**src/rtl/seq_mult_hs_pkg.sv**
```systemverilog
// Shared types for the iterative shift-add multiplier: FSM state encoding and
// the counter-width helper.
package seq_mult_pkg;

    typedef enum logic [1:0] {
        S_IDLE = 2'd0,
        S_CALC = 2'd1,
        S_DONE = 2'd2
    } state_e;

    // Step-counter width: $clog2(width) bits are enough to count 0..width-1.
    function automatic int cnt_w(input int width);
        return $clog2(width);
    endfunction

endpackage

```
**src/rtl/seq_mult_hs_if.sv**
```systemverilog
// Operand/product handshake bundle between producer/consumer (master) and the
// multiplier (slave).
interface seq_mult_hs_if #(
    parameter int WIDTH = 32
) ();
    logic                 in_valid;
    logic                 in_ready;
    logic [WIDTH-1:0]     in_a;
    logic [WIDTH-1:0]     in_b;
    logic                 in_signed;
    logic                 out_valid;
    logic                 out_ready;
    logic [2*WIDTH-1:0]   out_data;

    modport master (
        output in_valid, in_a, in_b, in_signed, out_ready,
        input  in_ready, out_valid, out_data
    );

    modport slave (
        input  in_valid, in_a, in_b, in_signed, out_ready,
        output in_ready, out_valid, out_data
    );
endinterface

```
**src/rtl/seq_mult_hs_step.sv**
```systemverilog
// One shift-add iteration: conditionally add the multiplicand into the upper
// half of P, then shift the whole register right by one.
module seq_mult_step #(
    parameter int WIDTH = 32
) (
    input  logic [2*WIDTH:0]  p_i,
    input  logic [WIDTH-1:0]  mcand_i,
    output logic [2*WIDTH:0]  p_o
);
    logic [WIDTH:0] sum;

    always_comb begin
        sum = p_i[2*WIDTH:WIDTH] + (p_i[0] ? {1'b0, mcand_i} : '0);
        p_o = {1'b0, sum, p_i[WIDTH-1:1]};
    end
endmodule

```
**src/rtl/seq_mult_hs.sv**
```systemverilog
// Iterative WIDTH-cycle multiplier with valid/ready on both sides. Signed
// operations are done on magnitudes and the sign is restored on the last step.
//
// state  | meaning
// S_IDLE | waiting for an operand pair, in_ready high
// S_CALC | one shift-add step per clock, WIDTH steps
// S_DONE | product presented, waiting for out_ready
module seq_mult_hs
    import seq_mult_pkg::*;
#(
    parameter int WIDTH     = 32,
    parameter bit SIGNED_EN = 1'b1
) (
    input  logic          clock,
    input  logic          reset_n,
    seq_mult_hs_if.slave  bus,
    output logic          busy
);
    localparam int CNT_W = cnt_w(WIDTH);

    state_e               state_q, state_d;
    logic [CNT_W-1:0]     cnt_q;
    logic [WIDTH-1:0]     mcand_q;
    logic [2*WIDTH:0]     p_q;
    logic [2*WIDTH:0]     p_next;
    logic                 neg_q;
    logic [2*WIDTH-1:0]   out_data_q;

    logic                 signed_act;
    logic                 last_step;
    logic [WIDTH-1:0]     a_mag;
    logic [WIDTH-1:0]     b_mag;
    logic [2*WIDTH-1:0]   prod;

    // The most negative operand negates to itself, which is its correct magnitude.
    assign signed_act = SIGNED_EN & bus.in_signed;
    assign a_mag      = (signed_act && bus.in_a[WIDTH-1]) ? -bus.in_a : bus.in_a;
    assign b_mag      = (signed_act && bus.in_b[WIDTH-1]) ? -bus.in_b : bus.in_b;
    assign last_step  = (cnt_q == CNT_W'(WIDTH-1));
    assign prod       = p_next[2*WIDTH-1:0];

    seq_mult_step #(.WIDTH(WIDTH)) u_step (
        .p_i     (p_q),
        .mcand_i (mcand_q),
        .p_o     (p_next)
    );

    always_ff @(posedge clock or negedge reset_n) begin
        if (!reset_n) state_q <= S_IDLE;
        else          state_q <= state_d;
    end

    always_comb begin
        state_d = state_q;
        unique case (state_q)
            S_IDLE:  if (bus.in_valid)  state_d = S_CALC;
            S_CALC:  if (last_step)     state_d = S_DONE;
            S_DONE:  if (bus.out_ready) state_d = S_IDLE;
            default: state_d = S_IDLE;
        endcase
    end

    // in_ready is held low while reset is asserted so every output reads 0.
    always_comb begin
        bus.in_ready  = (state_q == S_IDLE) && reset_n;
        bus.out_valid = (state_q == S_DONE);
        busy          = (state_q == S_CALC) || (state_q == S_DONE);
        bus.out_data  = out_data_q;
    end

    always_ff @(posedge clock or negedge reset_n) begin
        if (!reset_n) begin
            cnt_q      <= '0;
            mcand_q    <= '0;
            p_q        <= '0;
            neg_q      <= 1'b0;
            out_data_q <= '0;
        end else begin
            unique case (state_q)
                S_IDLE: begin
                    if (bus.in_valid) begin
                        mcand_q <= a_mag;
                        p_q     <= {{(WIDTH+1){1'b0}}, b_mag};
                        neg_q   <= signed_act & (bus.in_a[WIDTH-1] ^ bus.in_b[WIDTH-1]);
                        cnt_q   <= '0;
                    end
                end
                S_CALC: begin
                    p_q   <= p_next;
                    cnt_q <= cnt_q + 1'b1;
                    if (last_step) out_data_q <= neg_q ? -prod : prod;
                end
                default: ;
            endcase
        end
    end
endmodule

```
**src/flat_wrapper.sv**
```systemverilog
// flat-port wrapper written by rule: the top's interface ports become plain ports
module seq_mult_hs_flat import seq_mult_pkg::*;
#(
    parameter int WIDTH     = 32,
    parameter bit SIGNED_EN = 1'b1
)
  (clock, reset_n, busy, bus_in_valid, bus_in_a, bus_in_b, bus_in_signed, bus_out_ready, bus_in_ready, bus_out_valid, bus_out_data);
  seq_mult_hs_if #(.WIDTH(WIDTH)) bus_i ();
  input  logic clock;
  input  logic reset_n;
  output logic busy;
  input wire logic [$bits(bus_i.in_valid)-1:0] bus_in_valid;
  input wire logic [$bits(bus_i.in_a)-1:0] bus_in_a;
  input wire logic [$bits(bus_i.in_b)-1:0] bus_in_b;
  input wire logic [$bits(bus_i.in_signed)-1:0] bus_in_signed;
  input wire logic [$bits(bus_i.out_ready)-1:0] bus_out_ready;
  output wire logic [$bits(bus_i.in_ready)-1:0] bus_in_ready;
  output wire logic [$bits(bus_i.out_valid)-1:0] bus_out_valid;
  output wire logic [$bits(bus_i.out_data)-1:0] bus_out_data;
  assign bus_i.in_valid = bus_in_valid;
  assign bus_i.in_a = bus_in_a;
  assign bus_i.in_b = bus_in_b;
  assign bus_i.in_signed = bus_in_signed;
  assign bus_i.out_ready = bus_out_ready;
  assign bus_in_ready = bus_i.in_ready;
  assign bus_out_valid = bus_i.out_valid;
  assign bus_out_data = bus_i.out_data;
  seq_mult_hs #(.WIDTH(WIDTH), .SIGNED_EN(SIGNED_EN)) u_core (.clock(clock), .reset_n(reset_n), .bus(bus_i), .busy(busy));
endmodule
```
**config.mk**
```make
export PLATFORM = sky130hd
export DESIGN_NAME = seq_mult_hs_flat
export DESIGN_NICKNAME = d
export VERILOG_FILES = /design/src/rtl/seq_mult_hs_pkg.sv /design/src/rtl/seq_mult_hs_if.sv /design/src/rtl/seq_mult_hs_step.sv /design/src/rtl/seq_mult_hs.sv /design/src/flat_wrapper.sv
export SDC_FILE = /design/constraint.sdc
export NUM_CORES = 1
export LEC_CHECK = 0
export ABC_AREA = 0
export ABC_CLOCK_PERIOD_IN_PS = 7790
export CAP_MARGIN = 20
export CORE_MARGIN = 2
export CORE_UTILIZATION = 45
export DETAILED_ROUTE_END_ITERATION = 8
export GPL_TIMING_DRIVEN = 0
export HOLD_SLACK_MARGIN = 0.08
export PLACE_DENSITY = 0.67
export SETUP_SLACK_MARGIN = 0.15
export SKIP_CTS_REPAIR_TIMING = 1
export SLEW_MARGIN = 20
export SYNTH_ARGS = -nofsm -noshare
export SYNTH_HDL_FRONTEND = slang
export SYNTH_SLANG_ARGS = --single-unit
```
**constraint.sdc**
```tcl
create_clock -name clock -period 7.79 [get_ports clock]
set_input_delay 0.779 -clock clock [delete_from_list [all_inputs] [get_ports clock]]
set_output_delay 0.779 -clock clock [all_outputs]
set_load 0.01 [all_outputs]
```
# --- Yosys cells after proc, flatten, opt, wreduce, memory -nomap -nowiden ---
# Cells that the tools add are included.
word_totals:
  latchBits: 0
  romBits: 0
  regBits: 169
  in_bits: 69
  output_inout_bits: 67
  ramBits: 0
  memories: 0
op_classes:
  addsub: 5
  shifts: 0
  multipliers: 0
  reduce_logical: 10
  div_mod_pow: 0
  bitwise_logic: 2
  eq_ne: 6
  magnitude_cmp: 0
  n_mux: 12
op_table:
  columns: ["cell", "count"]
  rows:
  - ["65-bit one-hot mux with 2 select lines", 1]
  - ["32-bit 2-to-1 mux", 3]
  - ["65-bit 2-to-1 mux", 1]
  - ["64-bit 2-to-1 mux", 1]
  - ["32-bit negation", 2]
  - ["64-bit negation", 1]
  - ["33-bit adder", 1]
  - ["5-bit one-hot mux with 2 select lines", 1]
  - ["2-bit 2-to-1 mux", 3]
  - ["2-bit one-hot mux with 3 select lines", 1]
  - ["2-bit AND reduction", 3]
  - ["5-bit by 1-bit adder with 5-bit output (second input constant)", 1]
  - ["5-bit == test (second input constant)", 1]
  - ["5-bit 2-to-1 mux", 1]
  - ["2-bit inequality test (second input constant)", 2]
  - ["1-bit logical AND", 3]
  - ["3-bit AND reduction", 1]
  - ["2-bit by 1-bit == test with 1-bit output (second input constant)", 1]
  - ["2-bit == test (second input constant)", 1]
  - ["2-bit zero test", 1]
  - ["2-bit by 1-bit inequality test with 1-bit output (second input constant)", 1]
  - ["2-bit nonzero test", 1]
  - ["1-bit bitwise AND", 1]
  - ["1-bit logical OR", 1]
  - ["1-bit XOR", 1]

# --- Logic depth before layout (Yosys ltp) ---
logic_depth:
  word_depth: 4
  mapped_depth: 14
  ltp_nobuf: 13

# --- Hierarchy ---
# From an unflattened synthesis, not the netlist that was laid out.
unflattened:
  cells_unflattened: 1310
  hier_area_um2: 11471.0
by_module_without_submodules:
  columns: ["mod", "cells_each", "area_each_um2", "n_inst"]
  rows:
  - ["seq_mult_hs", 986, 9246.4, 1]
  - ["seq_mult_step", 324, 2224.6, 1]

# --- Worst setup path after synthesis ---
# No wires, ideal clock.
synth_path:
  path_kind: "register -> register"
  start: "register u_core.p_q[0]"
  end: "register u_core.out_data_q[63] (netlist: u_core.bus.out_data[63])"
  stages_incl_launch_ff: 15
  setup_slack_ns: 3.949
  setup_time_ns: 0.120
  path_buffers: 1
  t_arrival_ns: 3.721
  cell_sequence: "dfrtp_1 -> clkbuf_1 -> and2_1 -> ha_1 -> fa_1 -> a21o_1 -> a221o_1 -> a22oi_1 -> a21oi_1 -> xnor2_1 -> or4b_1 -> nand3b_1 -> nor4b_1 -> o21ai_0 -> a31o_1"
synth_via:
  elab_chain_cells: 4
synth_lines:
  columns: ["item", "line", "rtl"]
  rows:
  - ["start, declared", "seq_mult_hs.sv:24", "logic [2*WIDTH:0] p_q;"]
  - ["start signal, assigned", "seq_mult_hs.sv:83", "p_q <= {{(WIDTH+1){1'b0}}, b_mag};"]
  - ["start signal, assigned", "seq_mult_hs.sv:89", "p_q <= p_next;"]
  - ["32-bit 2-to-1 mux *", "seq_mult_hs_step.sv:13", "sum = p_i[2*WIDTH:WIDTH] + (p_i[0] ? {1'b0, mcand_i} : '0);"]
  - ["33-bit adder *", "seq_mult_hs_step.sv:13", null]
  - ["64-bit negation", "seq_mult_hs.sv:91", "if (last_step) out_data_q <= neg_q ? -prod : prod;"]
  - ["64-bit 2-to-1 mux *", "seq_mult_hs.sv:91", null]
  - ["end signal, assigned", "seq_mult_hs.sv:91", null]
  - ["end, declared", "seq_mult_hs.sv:27", "logic [2*WIDTH-1:0] out_data_q;"]
# Every way passes the cells marked *; elsewhere a longest branch is shown, timed or not.
# A chain may end at the register's enable or synchronous reset.

# --- Worst setup path after layout ---
# Ends and elaborated chain as after synthesis.

==> impl_results.md <==
- Result of the run: finished clean
- Beginning of the worst register-to-register path: u_core.p_q[0]
- Worst relative slew slack: 0.268
- Critical Path Slowest Stage Cell: sky130_fd_sc_hd__nor4b_1
- Slew at the pin closest to its max-slew limit: 1080 ps
- Crit Path Category: flip-flop to flip-flop
- CTS Buf Count: 17
- Sw Ratio: 0.476
- FF-to-FF setup slack: 2520 ps
- Die extent in x: 162 microns
- Post-synthesis cell area: 0.0113 sq mm
- Share of total power in combinational logic: 0.538
- Hpwl dp: 25.6 mm
- Most prevalent standard cell on the critical path: sky130_fd_sc_hd__clkbuf_1
- RR Endpoint: u_core.bus.out_data[63]
- Worst clock skew: 10.4 ps
- Internal power: 2.49 mW
- Placer's final routability congestion estimate: 0.922
- Drt pass-1 iters: 5
- Element type at the critical path start: flip-flop
- Total number of vias: 10600
- CP delay by family, top: simple AND/OR/NAND/NOR gates
- Min Clock Period, post-route: 5270 ps
- Cell taking the most area after synthesis: sky130_fd_sc_hd__dfrtp_1
- Worst r2r path cells: 14
- Buffer type at the clock tree root: sky130_fd_sc_hd__clkbuf_16
- CTS max path bufs: 2
- Filler Cell Count: 2295
- CTS tree: done
- Mean instance size in the synthesized netlist: 8.34 sq um
- Clock share of power: 0.187
- Vias per Instance: 5.76
- Overflow left after global routing: 0
- Pins over their slew limit: 0
- Number of placed instances with taps included: 1812
- Biggest fanout along the worst timing path: 10
- Combined global-route utilization of all metal layers: 0.253
- P_leak: 5.58 nW
- Synthesized instance count: 1352
- Number of standard cells in the final layout excluding fillers: 1844
- Standard-cell row count: 57
- Critical Path Sink Type: flip-flop
- CTS H-Tree Depth: 4
- Critical path buffers and inverters: 2
- Cell variety after synth: 72
- Worst EP arrival: 5590 ps
- Initial core utilization: 0.461
- Count of warnings emitted by yosys: 0
- Pwr dens: 347 mW/mm^2
- Total die area: 0.0263 sq mm
- Sequential Power Share: 0.274
- Number of storage elements in the synthesis netlist: 168
- Clk Latency, worst-skew pair: 440 ps
- Synth-to-layout area growth: 21.5%
- Fraction of final layout cells with drive strength greater than 1: 0.0375
- Sequential cell area fraction in the yosys report: 0.373
- Slowest Stage Delay on Critical Path: 720 ps
- Post-synth top area share: 0.373
- Fraction of registers with async set or reset after synthesis: 1.00
- Initial antenna violation count: 0
- Wire length per cell: 17.8 microns
- Pin count of the biggest net entering global routing: 87
- Residual DRC count: 0
- Synth Flop Type: sky130_fd_sc_hd__dfrtp_1
- Setup crit start: u_core.p_q[0]
- Number of hold-slack violations in the final timing report: 0
- First-pass GRT wire length: 53.0 mm
- I/O pin count: 136
- Sw Pwr: 2.26 mW
- Most frequent cells after synthesis: sky130_fd_sc_hd__nand2_1 (172), sky130_fd_sc_hd__dfrtp_1 (168), sky130_fd_sc_hd__o21ai_0 (138), sky130_fd_sc_hd__a21oi_1 (114), sky130_fd_sc_hd__nor2_1 (98)
- CTS sink cnt: 168
- Final setup fails: 0
- Class of the tightest hold or removal check: primary input to async pin
- Clock transition at the registers of the reported paths: 70 ps
- Number of global-route vias before repair: 9996
- Routed WL: 32.8 mm
- # Max-Cap Violations: 0
- Peak Freq: 0.190 GHz
- Height of the die: 162 microns
- Peak supply drop: 0.173 mV
- Core Footprint: 0.0245 sq mm
- Library cell with the highest instance count after synthesis: sky130_fd_sc_hd__nand2_1
- Number of nets in the layout: 1617
- Cell chain of the critical path: clkbuf_1 > and2_1 > ha_1 > clkbuf_1 > and4_1 > and3_1 > a22oi_1 > o311ai_1 > xor2_1 > or4b_1 > nand3b_1 > nor4b_1 > o21ai_0 > a31o_1
- Number of port buffers: 135
- Post-detailed-route count of antenna-violating nets: 0
- Iteration-0 DRC Markers: 835
- Leading cell types by total area after synthesis: sky130_fd_sc_hd__dfrtp_1 (37%), sky130_fd_sc_hd__xor2_1 (6.4%), sky130_fd_sc_hd__o21ai_0 (6.1%), sky130_fd_sc_hd__nand2_1 (5.7%), sky130_fd_sc_hd__a21oi_1 (5.1%)
- Post-Route Hold Slack: 300 ps
- Final worst path period share: 0.677
- Antenna diodes: 0
- Net count after synthesis: 1462
- Destination of the critical timing path: u_core.bus.out_data[63]
- Required time at the worst-slack endpoint: 8110 ps
- Number of flops mapped to enable cells by yosys: 0
- Setup repair after global routing missed its margin: no
- Cell count along the critical path: 14
[power groups by stage]
stage               logic, mW  clock network (mW)  registers [mW]
floorplan                1.82                   0            1.24
global placement         2.45                   0            1.30
detailed placement       2.50                   0            1.31
CTS                      2.51               0.900            1.30
global route             2.84               0.937            1.33
finish                   2.56               0.889            1.30
[layer usage]
layer,up-vias,share of wire,GRT usage
li1,5187,-,-
met1,4990,0.49,0.384
met2,399,0.43,0.382
met3,37,0.068,0.0414
met4,0,0.012,0.0539
met5,-,0,0
[placed cells by master, fill, tap and decap left out, types with 35 or more instances in the layout]
cell,instances
sky130_fd_sc_hd__xor2_1,82
sky130_fd_sc_hd__clkbuf_1,69
sky130_fd_sc_hd__a21oi_1,114
sky130_fd_sc_hd__o21ai_1,35
sky130_fd_sc_hd__dfrtp_1,168
sky130_fd_sc_hd__nand2_1,172
sky130_fd_sc_hd__ha_1,40
sky130_fd_sc_hd__nor2_1,98
sky130_fd_sc_hd__and2_1,45
sky130_fd_sc_hd__o21ai_0,138
sky130_fd_sc_hd__xnor2_1,45
sky130_fd_sc_hd__clkdlybuf4s50_1,134
[registers in the layout, summed over array words and instances, names as in the netlist]
name / count
u_core.cnt_q: 5
u_core.mcand_q: 32
u_core.bus.out_data: 64
u_core.neg_q: 1
u_core.state_q: 2
u_core.p_q: 64
[area by class of cell]
cell class | count | area (sq um) | area share
inverter | 27 | 101 | 0.00740
clock inverter | 15 | 203 | 0.0148
sequential | 168 | 4200 | 0.307
timing repair buffer | 136 | 1380 | 0.101
clock buffer | 17 | 425 | 0.0311
multi-input combinational | 1081 | 6690 | 0.488
buffer | 76 | 285 | 0.0208
tap | 324 | 405 | 0.0296
[kinds of logic (layout without fill, tap and decap cells)]
group,Yosys count,after routing,synth area share
compound gates,431,431,0.234
xor+xnor,127,127,0.0987
fa+ha+maj,41,41,0.0462
buf+inv,103,271,0.0343
flops,168,168,0.373
mux,10,10,0.00943
simple gates,472,472,0.205
[per-stage QoR]
step           power, mW  setup TNS (ps)  setup WS (ps)  cell area (sq um)   util
6_report            4.75               0           2520              13700  0.560
5_1_grt             5.11               0           2260              13700  0.560
4_1_cts             4.71               0           2540              13700  0.560
3_5_place_dp        3.81               0           2610              13100  0.534
3_3_place_gp        3.76         -190650          -1140              13000  0.533
2_1_floorplan       3.06               0           3950              11300      -
[how the worst min path moves through the flow]
stage	startpoint	endpoint	slack [ps]	cells past startpoint
after global routing	reset_n	u_core.cnt_q[2]	380	1
final	reset_n	u_core.cnt_q[2]	300	1
after floorplan	u_core.cnt_q[2]	u_core.cnt_q[2]	450	1
after CTS	reset_n	u_core.state_q[0]	350	1
after detailed placement	u_core.bus.out_data[38]	u_core.bus.out_data[38]	470	2
after global placement	u_core.bus.out_data[36]	u_core.bus.out_data[36]	470	2
Power figures use the tool's default switching activity.
